<file path="src/rtl/period_meter_pkg.sv">
// period_meter_pkg: shared FSM state type and averaging depth for period_meter
package period_meter_pkg;
  typedef enum logic [1:0] {IDLE, ARMED, LOST} state_t;
  localparam int AVG_DEPTH = 4;
  localparam int AVG_SHIFT = $clog2(AVG_DEPTH);
endpackage

</file>
<file path="src/rtl/period_meter_if.sv">
// period_meter_if: measured signal in, period/high-time results out
interface period_meter_if #(parameter int WIDTH = 16);
  logic i_Sig;
  logic [WIDTH-1:0] o_Period;
  logic [WIDTH-1:0] o_High;
  logic o_Valid;
  logic o_Timeout;
  modport master (output i_Sig, input o_Period, o_High, o_Valid, o_Timeout);
  modport slave (input i_Sig, output o_Period, o_High, o_Valid, o_Timeout);
endinterface

</file>
<file path="src/rtl/period_meter_edge_sync.sv">
// edge_sync: 2-flop synchronizer plus edge flop; registered rise/fall pulses and level
module edge_sync (
  input  logic clk,
  input  logic rst,
  input  logic sig,
  output logic rise,
  output logic fall,
  output logic lvl
);
  logic [2:0] sh_q, sh_d;
  logic rise_q, rise_d, fall_q, fall_d, lvl_q, lvl_d;
  always_comb begin
    sh_d = {sh_q[1:0], sig};
    rise_d = sh_q[1] & ~sh_q[2];
    fall_d = ~sh_q[1] & sh_q[2];
    lvl_d = sh_q[1];
  end
  always_ff @(posedge clk or posedge rst)
    if (rst) begin
      sh_q <= '0;
      rise_q <= 1'b0;
      fall_q <= 1'b0;
      lvl_q <= 1'b0;
    end else begin
      sh_q <= sh_d;
      rise_q <= rise_d;
      fall_q <= fall_d;
      lvl_q <= lvl_d;
    end
  assign rise = rise_q;
  assign fall = fall_q;
  assign lvl = lvl_q;
endmodule

</file>
<file path="src/rtl/period_meter.sv">
// period_meter: measures rise-to-rise period and high time of a slow async signal.
// Define PERIOD_METER_AVG_EN to report the mean of the last AVG_DEPTH periods.
module period_meter import period_meter_pkg::*; #(
  parameter int WIDTH = 16
) (
  input logic i_Clk_Real,
  input logic i_Rst,
  period_meter_if.slave bus
);
  localparam logic [WIDTH-1:0] SAT = ~WIDTH'(1);
  logic rise, fall, lvl, sat, take;
  state_t state_q, state_d;
  logic [WIDTH-1:0] cnt_q, cnt_d, hcnt_q, hcnt_d, mp_q, mp_d, mh_q, mh_d;
  logic [WIDTH-1:0] per_q, per_d, hi_q, hi_d;
  logic mv_q, mv_d, vld_q, vld_d;
  edge_sync u_sync (.clk(i_Clk_Real), .rst(i_Rst), .sig(bus.i_Sig), .rise, .fall, .lvl);
  assign sat = cnt_q == SAT;
  assign take = state_q == ARMED && rise && !sat;
  // Any rise restarts counting; a rise in LOST or at saturation reports nothing.
  always_comb begin
    state_d = state_q;
    cnt_d = cnt_q;
    hcnt_d = hcnt_q;
    if (rise) begin
      state_d = ARMED;
      cnt_d = WIDTH'(1);
      hcnt_d = WIDTH'(1);
    end else if (state_q == ARMED) begin
      cnt_d = cnt_q + WIDTH'(1);
      hcnt_d = hcnt_q + WIDTH'(lvl & ~fall);
      state_d = sat ? LOST : ARMED;
    end
  end
`ifdef PERIOD_METER_AVG_EN
  localparam int HW = WIDTH + AVG_SHIFT;
  localparam logic [AVG_SHIFT-1:0] FULL = AVG_SHIFT'(AVG_DEPTH - 1);
  logic [WIDTH-1:0] hp_q [AVG_DEPTH-1];
  logic [WIDTH-1:0] hp_d [AVG_DEPTH-1];
  logic [WIDTH-1:0] hh_q [AVG_DEPTH-1];
  logic [WIDTH-1:0] hh_d [AVG_DEPTH-1];
  logic [AVG_SHIFT-1:0] fill_q, fill_d;
  logic [HW-1:0] sp, sh;
  always_comb begin
    hp_d = hp_q;
    hh_d = hh_q;
    fill_d = fill_q;
    sp = HW'(cnt_q);
    sh = HW'(hcnt_q);
    for (int i = 0; i < AVG_DEPTH - 1; i++) begin
      sp = sp + HW'(hp_q[i]);
      sh = sh + HW'(hh_q[i]);
    end
    if (state_q == ARMED && sat) begin
      hp_d = '{default: '0};
      hh_d = '{default: '0};
      fill_d = '0;
    end else if (take) begin
      hp_d[0] = cnt_q;
      hh_d[0] = hcnt_q;
      for (int i = 1; i < AVG_DEPTH - 1; i++) begin
        hp_d[i] = hp_q[i-1];
        hh_d[i] = hh_q[i-1];
      end
      fill_d = fill_q == FULL ? fill_q : fill_q + AVG_SHIFT'(1);
    end
    mv_d = take && fill_q == FULL;
    mp_d = mv_d ? sp[HW-1:AVG_SHIFT] : mp_q;
    mh_d = mv_d ? sh[HW-1:AVG_SHIFT] : mh_q;
  end
  always_ff @(posedge i_Clk_Real or posedge i_Rst)
    if (i_Rst) begin
      hp_q <= '{default: '0};
      hh_q <= '{default: '0};
      fill_q <= '0;
    end else begin
      hp_q <= hp_d;
      hh_q <= hh_d;
      fill_q <= fill_d;
    end
`else
  always_comb begin
    mv_d = take;
    mp_d = take ? cnt_q : mp_q;
    mh_d = take ? hcnt_q : mh_q;
  end
`endif
  always_comb begin
    vld_d = mv_q;
    per_d = mv_q ? mp_q : per_q;
    hi_d = mv_q ? mh_q : hi_q;
  end
  always_ff @(posedge i_Clk_Real or posedge i_Rst)
    if (i_Rst) begin
      state_q <= IDLE;
      cnt_q <= '0;
      hcnt_q <= '0;
      mv_q <= 1'b0;
      mp_q <= '0;
      mh_q <= '0;
      vld_q <= 1'b0;
      per_q <= '0;
      hi_q <= '0;
    end else begin
      state_q <= state_d;
      cnt_q <= cnt_d;
      hcnt_q <= hcnt_d;
      mv_q <= mv_d;
      mp_q <= mp_d;
      mh_q <= mh_d;
      vld_q <= vld_d;
      per_q <= per_d;
      hi_q <= hi_d;
    end
  assign bus.o_Period = per_q;
  assign bus.o_High = hi_q;
  assign bus.o_Valid = vld_q;
  assign bus.o_Timeout = state_q == LOST;
endmodule

</file>
<file path="src/flat_wrapper.sv">
// flat-port wrapper written by rule: the top's interface ports become plain ports
module period_meter_flat import period_meter_pkg::*;
#(
  parameter int WIDTH = 16
)
  (i_Clk_Real, i_Rst, bus_i_Sig, bus_o_Period, bus_o_High, bus_o_Valid, bus_o_Timeout);
  period_meter_if #(.WIDTH(WIDTH)) bus_i ();
  input logic i_Clk_Real;
  input logic i_Rst;
  input wire logic [$bits(bus_i.i_Sig)-1:0] bus_i_Sig;
  output wire logic [$bits(bus_i.o_Period)-1:0] bus_o_Period;
  output wire logic [$bits(bus_i.o_High)-1:0] bus_o_High;
  output wire logic [$bits(bus_i.o_Valid)-1:0] bus_o_Valid;
  output wire logic [$bits(bus_i.o_Timeout)-1:0] bus_o_Timeout;
  assign bus_i.i_Sig = bus_i_Sig;
  assign bus_o_Period = bus_i.o_Period;
  assign bus_o_High = bus_i.o_High;
  assign bus_o_Valid = bus_i.o_Valid;
  assign bus_o_Timeout = bus_i.o_Timeout;
  period_meter #(.WIDTH(WIDTH)) u_core (.i_Clk_Real(i_Clk_Real), .i_Rst(i_Rst), .bus(bus_i));
endmodule
</file>
<file path="config.mk">
export PLATFORM = sky130hd
export DESIGN_NAME = period_meter_flat
export DESIGN_NICKNAME = d
export VERILOG_FILES = /design/src/rtl/period_meter_pkg.sv /design/src/rtl/period_meter_if.sv /design/src/rtl/period_meter_edge_sync.sv /design/src/rtl/period_meter.sv /design/src/flat_wrapper.sv
export SDC_FILE = /design/constraint.sdc
export NUM_CORES = 1
export LEC_CHECK = 0
export CORE_AREA = 4 4 97 99
export DETAILED_ROUTE_END_ITERATION = 10
export DIE_AREA = 0 0 101 103
export GPL_TIMING_DRIVEN = 0
export PLACE_DENSITY = 0.79
export SETUP_SLACK_MARGIN = 0.1
export SLEW_MARGIN = 10
export SYNTH_ARGS = -nofsm -noshare
export SYNTH_HDL_FRONTEND = slang
export SYNTH_SLANG_ARGS = --single-unit
</file>
<file path="constraint.sdc">
create_clock -name i_Clk_Real -period 3.32 [get_ports i_Clk_Real]
set_input_delay 0.498 -clock i_Clk_Real [delete_from_list [all_inputs] [get_ports i_Clk_Real]]
set_output_delay 0.498 -clock i_Clk_Real [all_outputs]
set_load 0.1 [all_outputs]
</file>
==> results.yml, run 1 <==
placement:
  placedCellCount: 476
  place_congestion: 0.766
  port-buffer-count: 36
  detailed_place_hpwl_um: 5370
critical_path:
  rrSetupSlack_ns: 1.39
  crit_fanout: 8
  crit_required_ns: 2.82
  worstPathCellList: "nor2b_1, clkdlybuf4s50_1"
  cp_slowest_cell: "clkdlybuf4s50_1"
  cp.arrival_ns: 2.17
  cp-start-kind: "flop"
  slowest_delay_ns: 1.15
  critPathKind: "flop to output port"
  end_kind: "output port"
cells_and_area:
  areaGrowthSynthToFinish_pct: 17.1
  final_cell_mix: "dfrtp_1 (105), mux2_2 (64), clkdlybuf4s50_1 (36)"
  fin_cells: 492
  n_antenna_cell: 0
  layout_commonest_cell: "dfrtp_1"
  drive_gt1_share_pct: 24.7
  nets: 386
global_route:
  grt_overflow: 0
  antenna_found_initial: 0
  grt_max_degree: 40
  grt_usage_pct: 16.2
  grt_pass1_vias: 2869
  grt_pass1_wl_um: 13200
clocking:
  clock-sinks: 105
  clkSlewWorstSetupHoldPaths_ns: 0.09
  clockRootBuffer: "clkbuf_8"
  clockBufferDepth: 2
  cts_tree: "yes"
  cts_buffers: 9
  post_cts_buffers: 0
  htreeDepth: 3
  worstSkewPairLatency_ns: 0.36
  cts_resized: 0
  cts_hold_buffers: 0
timing:
  setup_viol: 0
  min_period_ns: 2.67
  max_freq_mhz: 374
  max-slew-margin-rel_pct: 34.6
  slew_viol_final: 0
  tightest_slew_ns: 0.977
  hold_violations: 0
  tns_ns: 0
  finClkSkew_ns: 0.00856
  fin_crit_sh_pct: 80.5
  rsz0062_at_grt: "false"
synth:
  synthMuxAreaShare_pct: 16.8
  synth_xor_xnor_area_share_pct: 3.42
  ys.flop_type: "dfrtp_1"
  syn_nets: 337
  synth-edff-count: 0
  seq_area_frac_synth_pct: 60.4
  yosys.area.top_type: "dfrtp_1"
  synth_area_um2: 4350
  ys_ff_latch: 105
  ys_types: 41
  yosysTopAreaCellShare_pct: 60.4
  synth-compound-area-share_pct: 4.49
  ys_top_cells_by_area: "dfrtp_1 (60%), mux2_2 (17%), nor2_1 (2.2%)"
  async_flop_share_pct: 100
  yosys_warnings: 0
  avgSynthCellArea_um2: 13.2
  synthAdderAreaFrac_pct: 1.15
  synth_top_family_by_area: "multiplexers"
  postSynthCellCount: 330
  synthSimpleGateAreaFrac_pct: 11.3
routing:
  drtAntennaViolNets: 0
  vias: 2659
  drtPass1Iterations: 4
  wl_per_cell_um: 15.5
  wl_um: 7630
  vias_per_cell: 5.40
  first_iter_violations: 119
  drc: 0
worst_hold_path:
  min-delay-path-class: "flop to flop"
floorplan:
  rows: 34
  fp.dieH_um: 103
  die_w_um: 101
  die-area_um2: 10400
  start_util_pct: 50.9
  ios: 37
  core_um2: 8550
power:
  vdd_ir_drop_max_v: 0.000320
  switching_share_pct: 34.5
  powerDensity_nw_per_um2: 600
  leakage_uw: 0.00234
  p_clk_share_pct: 25.9
  seqPwrFrac_pct: 49.7
  p_int_uw: 2000
  p_sw_uw: 1050
  comb_power_share_pct: 24.4
run_status:
  status: "finished, final reports clean"
job:
  drv_cap: 0
-- area by class of cell --
cell class                      count  area (um^2)
Clock inverter                      6         65.1
Timing Repair Buffer               38          400
Inverter                            8         33.8
Multi-Input combinational cell    204         1620
Buffer                             13         76.3
Clock buffer                       10          138
Tap cell                          108          135
Sequential cell                   105         2630
Fill cell                         710         3460
-- state kept, by name (all words and copies together), names as in the netlist --
| register | count |
|---|---|
| u_core.bus.o_High | 16 |
| u_core.bus.o_Period | 16 |
| u_core.bus.o_Valid | 1 |
| u_core.cnt_q | 16 |
| u_core.hcnt_q | 16 |
| u_core.mh_q | 16 |
| u_core.mp_q | 16 |
| u_core.mv_q | 1 |
| u_core.state_q | 2 |
| u_core.u_sync.fall | 1 |
| u_core.u_sync.lvl | 1 |
| u_core.u_sync.rise | 1 |
| u_core.u_sync.sh_q | 2 |
-- metal layers --
layer / track usage [%] / wire [um]
met5: 0 / 0
met1: 20.1 / 3350
met2: 27.8 / 3930
met3: 4.47 / 293
met4: 5.01 / 61
-- stage by stage --
stage | util (%) | power, uW | area [um^2] | hold slack (ns) | setup slack, ns
detailed placement | 57.2 | 2300 | 4890 | 0.348 | 1.01
finish | 59.5 | 3050 | 5090 | 0.370 | 0.647
CTS | 59.5 | 3100 | 5090 | 0.376 | 0.596
global route | 59.5 | 3200 | 5090 | 0.378 | 0.520
global placement | 56.7 | 2270 | 4850 | 0.339 | 0.561
floorplan | - | 2110 | 4350 | 0.331 | 1.05
-- path summary, 6_finish.rpt --
| kind | depth (start not counted) | to | start |
|---|---|---|---|
| max in group asynchronous | 3 | u_core.mp_q[2] | i_Rst |
| hold reg to reg | 0 | u_core.u_sync.sh_q[1] | u_core.u_sync.sh_q[0] |
| hold / removal | 0 | u_core.u_sync.sh_q[1] | u_core.u_sync.sh_q[0] |
| setup / recovery | 2 | bus_o_Timeout | u_core.state_q[0] |
| min in group asynchronous | 2 | u_core.bus.o_High[4] | i_Rst |
| setup reg to reg | 6 | u_core.hcnt_q[15] | u_core.u_sync.lvl |
-- cells in the mapped netlist, types with 3 or more instances --
cell type  count
a21oi_1       13
buf_1          4
buf_6          3
clkbuf_1       4
dfrtp_1      105
ha_1           4
inv_1          8
mux2_2        64
nand2_1       13
nand3_1        8
nand4_1        7
nor2_1        25
nor2b_1        7
nor3_1         4
o21ai_0        9
or3_1          9
xnor2_1        7
xor2_1        10
-- kinds of logic after synthesis --
logic type | count (synthesis)
AO/OA/AOI/OAI | 31
flip-flops | 105
XOR/XNOR | 17
multiplexers | 65
adder cells (fa/ha/maj) | 4
buffers and inverters | 21
AND/OR/NAND/NOR | 87
-- worst max-delay path, delay by kind of cell (launching register included) --
| kind | cells | cell delay [ns] |
|---|---|---|
| buffers and inverters | 1 | 1.15 |
| AND/OR/NAND/NOR | 1 | 0.18 |
| flip-flops | 1 | 0.48 |
-- power groups by stage --
| stage | logic, uW | clock network (uW) | registers (uW) |
|---|---|---|---|
| finish | 746 | 791 | 1520 |
| global placement | 734 | 0 | 1540 |
| floorplan | 220 | 0 | 1890 |
| CTS | 756 | 821 | 1520 |
| global route | 789 | 871 | 1540 |
| detailed placement | 752 | 0 | 1540 |
Note: power is estimated with default switching activity, not from simulation.
==> run 2, diff against run 1 <==
- clock period: 3.32 -> 2.16 ns (I/O delays scaled with it)
==> run 2 against run 1 <==
  * Critical path type is now flop to flop
  * Global-route usage shrank 0.087 points
  * Count of clock-buffer cells in the layout down 1
  * Wire length down 2.4%
  * Power is 48% higher
==> results.yml, run 2 (synthesized netlist as in run 1, its figures left out) <==
floorplan:
  rows: 34
  start_util_pct: 50.9
  fp.dieH_um: 103
  die_w_um: 101
  ios: 37
  core_um2: 8550
  die-area_um2: 10400
critical_path:
  crit_required_ns: 2.45
  crit_fanout: 5
  end_kind: "flop"
  cp.arrival_ns: 2.23
  r2r_cells: 6
  worst_r2r_endpoint: "u_core.hcnt_q[15]"
  regToRegStartpoint: "u_core.u_sync.lvl"
  cp-start-kind: "flop"
  rrSetupSlack_ns: 0.22
  critPathKind: "flop to flop"
global_route:
  grt_pass1_vias: 2734
  grt_usage_pct: 16.1
  grt_max_degree: 40
  antenna_found_initial: 0
  grt_pass1_wl_um: 13200
  grt_overflow: 0
worst_hold_path:
  holdPathStages: 0
  hold_end: "u_core.u_sync.sh_q[1]"
  hp-start: "u_core.u_sync.sh_q[0]"
  min-delay-path-class: "flop to flop"
routing:
  vias: 2598
  drtAntennaViolNets: 0
  wl_per_cell_um: 15.1
  wl_um: 7440
  drc: 0
  first_iter_violations: 74
  vias_per_cell: 5.28
  drtPass1Iterations: 4
power:
  leakage_uw: 0.00246
  total_power_uw: 4530
  vdd_ir_drop_max_v: 0.000453
  powerDensity_nw_per_um2: 899
timing:
  slew_viol_final: 0
  rsz0062_at_grt: "true"
  max-slew-margin-rel_pct: 35.6
  tightest_slew_ns: 0.970
  setup_viol: 0
  fin_crit_sh_pct: 89.9
  final.setup.worst_slack_ns: 0.218
  max_freq_mhz: 515
  hold_violations: 0
  finClkSkew_ns: 0.00910
  min_period_ns: 1.94
placement:
  port-buffer-count: 36
  detailed_place_hpwl_um: 5180
  placedCellCount: 476
  place_congestion: 0.773
  place_worst_setup_slack_ns: 0.0698
cells_and_area:
  layout_commonest_cell: "dfrtp_1"
  final_cell_mix: "dfrtp_1 (105), mux2_2 (64), dlygate4sd2_1 (33)"
  n_antenna_cell: 0
  fin_cells: 492
  drive_gt1_share_pct: 25.8
  areaGrowthSynthToFinish_pct: 15.8
  nets: 386
run_status:
  status: "finished, final reports clean"
job:
  drv_cap: 0
clocking:
  clock-sinks: 105
  cts_hold_buffers: 0
  clockRootBuffer: "clkbuf_8"
  post_cts_buffers: 0
  clkSlewWorstSetupHoldPaths_ns: 0.10
  htreeDepth: 3
  clockBufferDepth: 2
  cts_buffers: 9
  worstSkewPairLatency_ns: 0.36
  cts_tree: "yes"
## run 2: area by class of cell
| cell class | instances | area (um^2) |
|---|---|---|
| Fill cell | 711 | 3510 |
| Sequential cell | 105 | 2630 |
| Multi-Input combinational cell | 204 | 1620 |
| Timing Repair Buffer | 38 | 360 |
| Tap cell | 108 | 135 |
| Clock buffer | 9 | 124 |
| Buffer | 13 | 77.6 |
| Clock inverter | 7 | 55.1 |
| Inverter | 8 | 33.8 |
## run 2: worst max path at each step
stage | start | to | cells after the start
2_1_floorplan | u_core.u_sync.lvl | u_core.hcnt_q[15] | 6
3_3_place_gp | i_Rst | u_core.bus.o_Period[5] | 2
3_5_place_dp | u_core.state_q[1] | bus_o_Timeout | 2
4_1_cts | u_core.u_sync.lvl | u_core.hcnt_q[15] | 6
5_1_grt | u_core.u_sync.lvl | u_core.hcnt_q[15] | 6
6_report | u_core.u_sync.lvl | u_core.hcnt_q[15] | 6
## run 2: report_power, final
group	switching, uW	internal (uW)
Clock	686	429
Sequential	161	2170
Combinational	803	280
## run 2: timing repair
item	4_1_cts	5_1_grt
endpoints found under the setup margin	34	30
gates resized for setup	36	3
gates cloned	0	0
## run 2: metrics by stage
step	hold WS, ns	setup TNS, ns	instance area [um^2]	utilization (%)
2_1_floorplan	0.331	0	4360	-
4_1_cts	0.360	0	5030	58.8
6_report	0.359	0	5040	58.9
3_5_place_dp	0.337	0	4890	57.2
3_3_place_gp	0.339	-43.42	4850	56.7
5_1_grt	0.382	0	5040	58.9
## run 2: critical path, cell delays in order (launching register included)
cell and delay, ns:
dfrtp_1 0.38, nor2b_1 0.18, ha_1 0.18, and4b_1 0.30, nand3_2 0.15, or4_1 0.50
a21oi_1 0.17
## run 2: layer usage
metal	wire length [um]	track usage [%]
met5	0	0
met2	3640	25.9
met1	3480	22.1
met3	250	3.72
met4	68	4.91
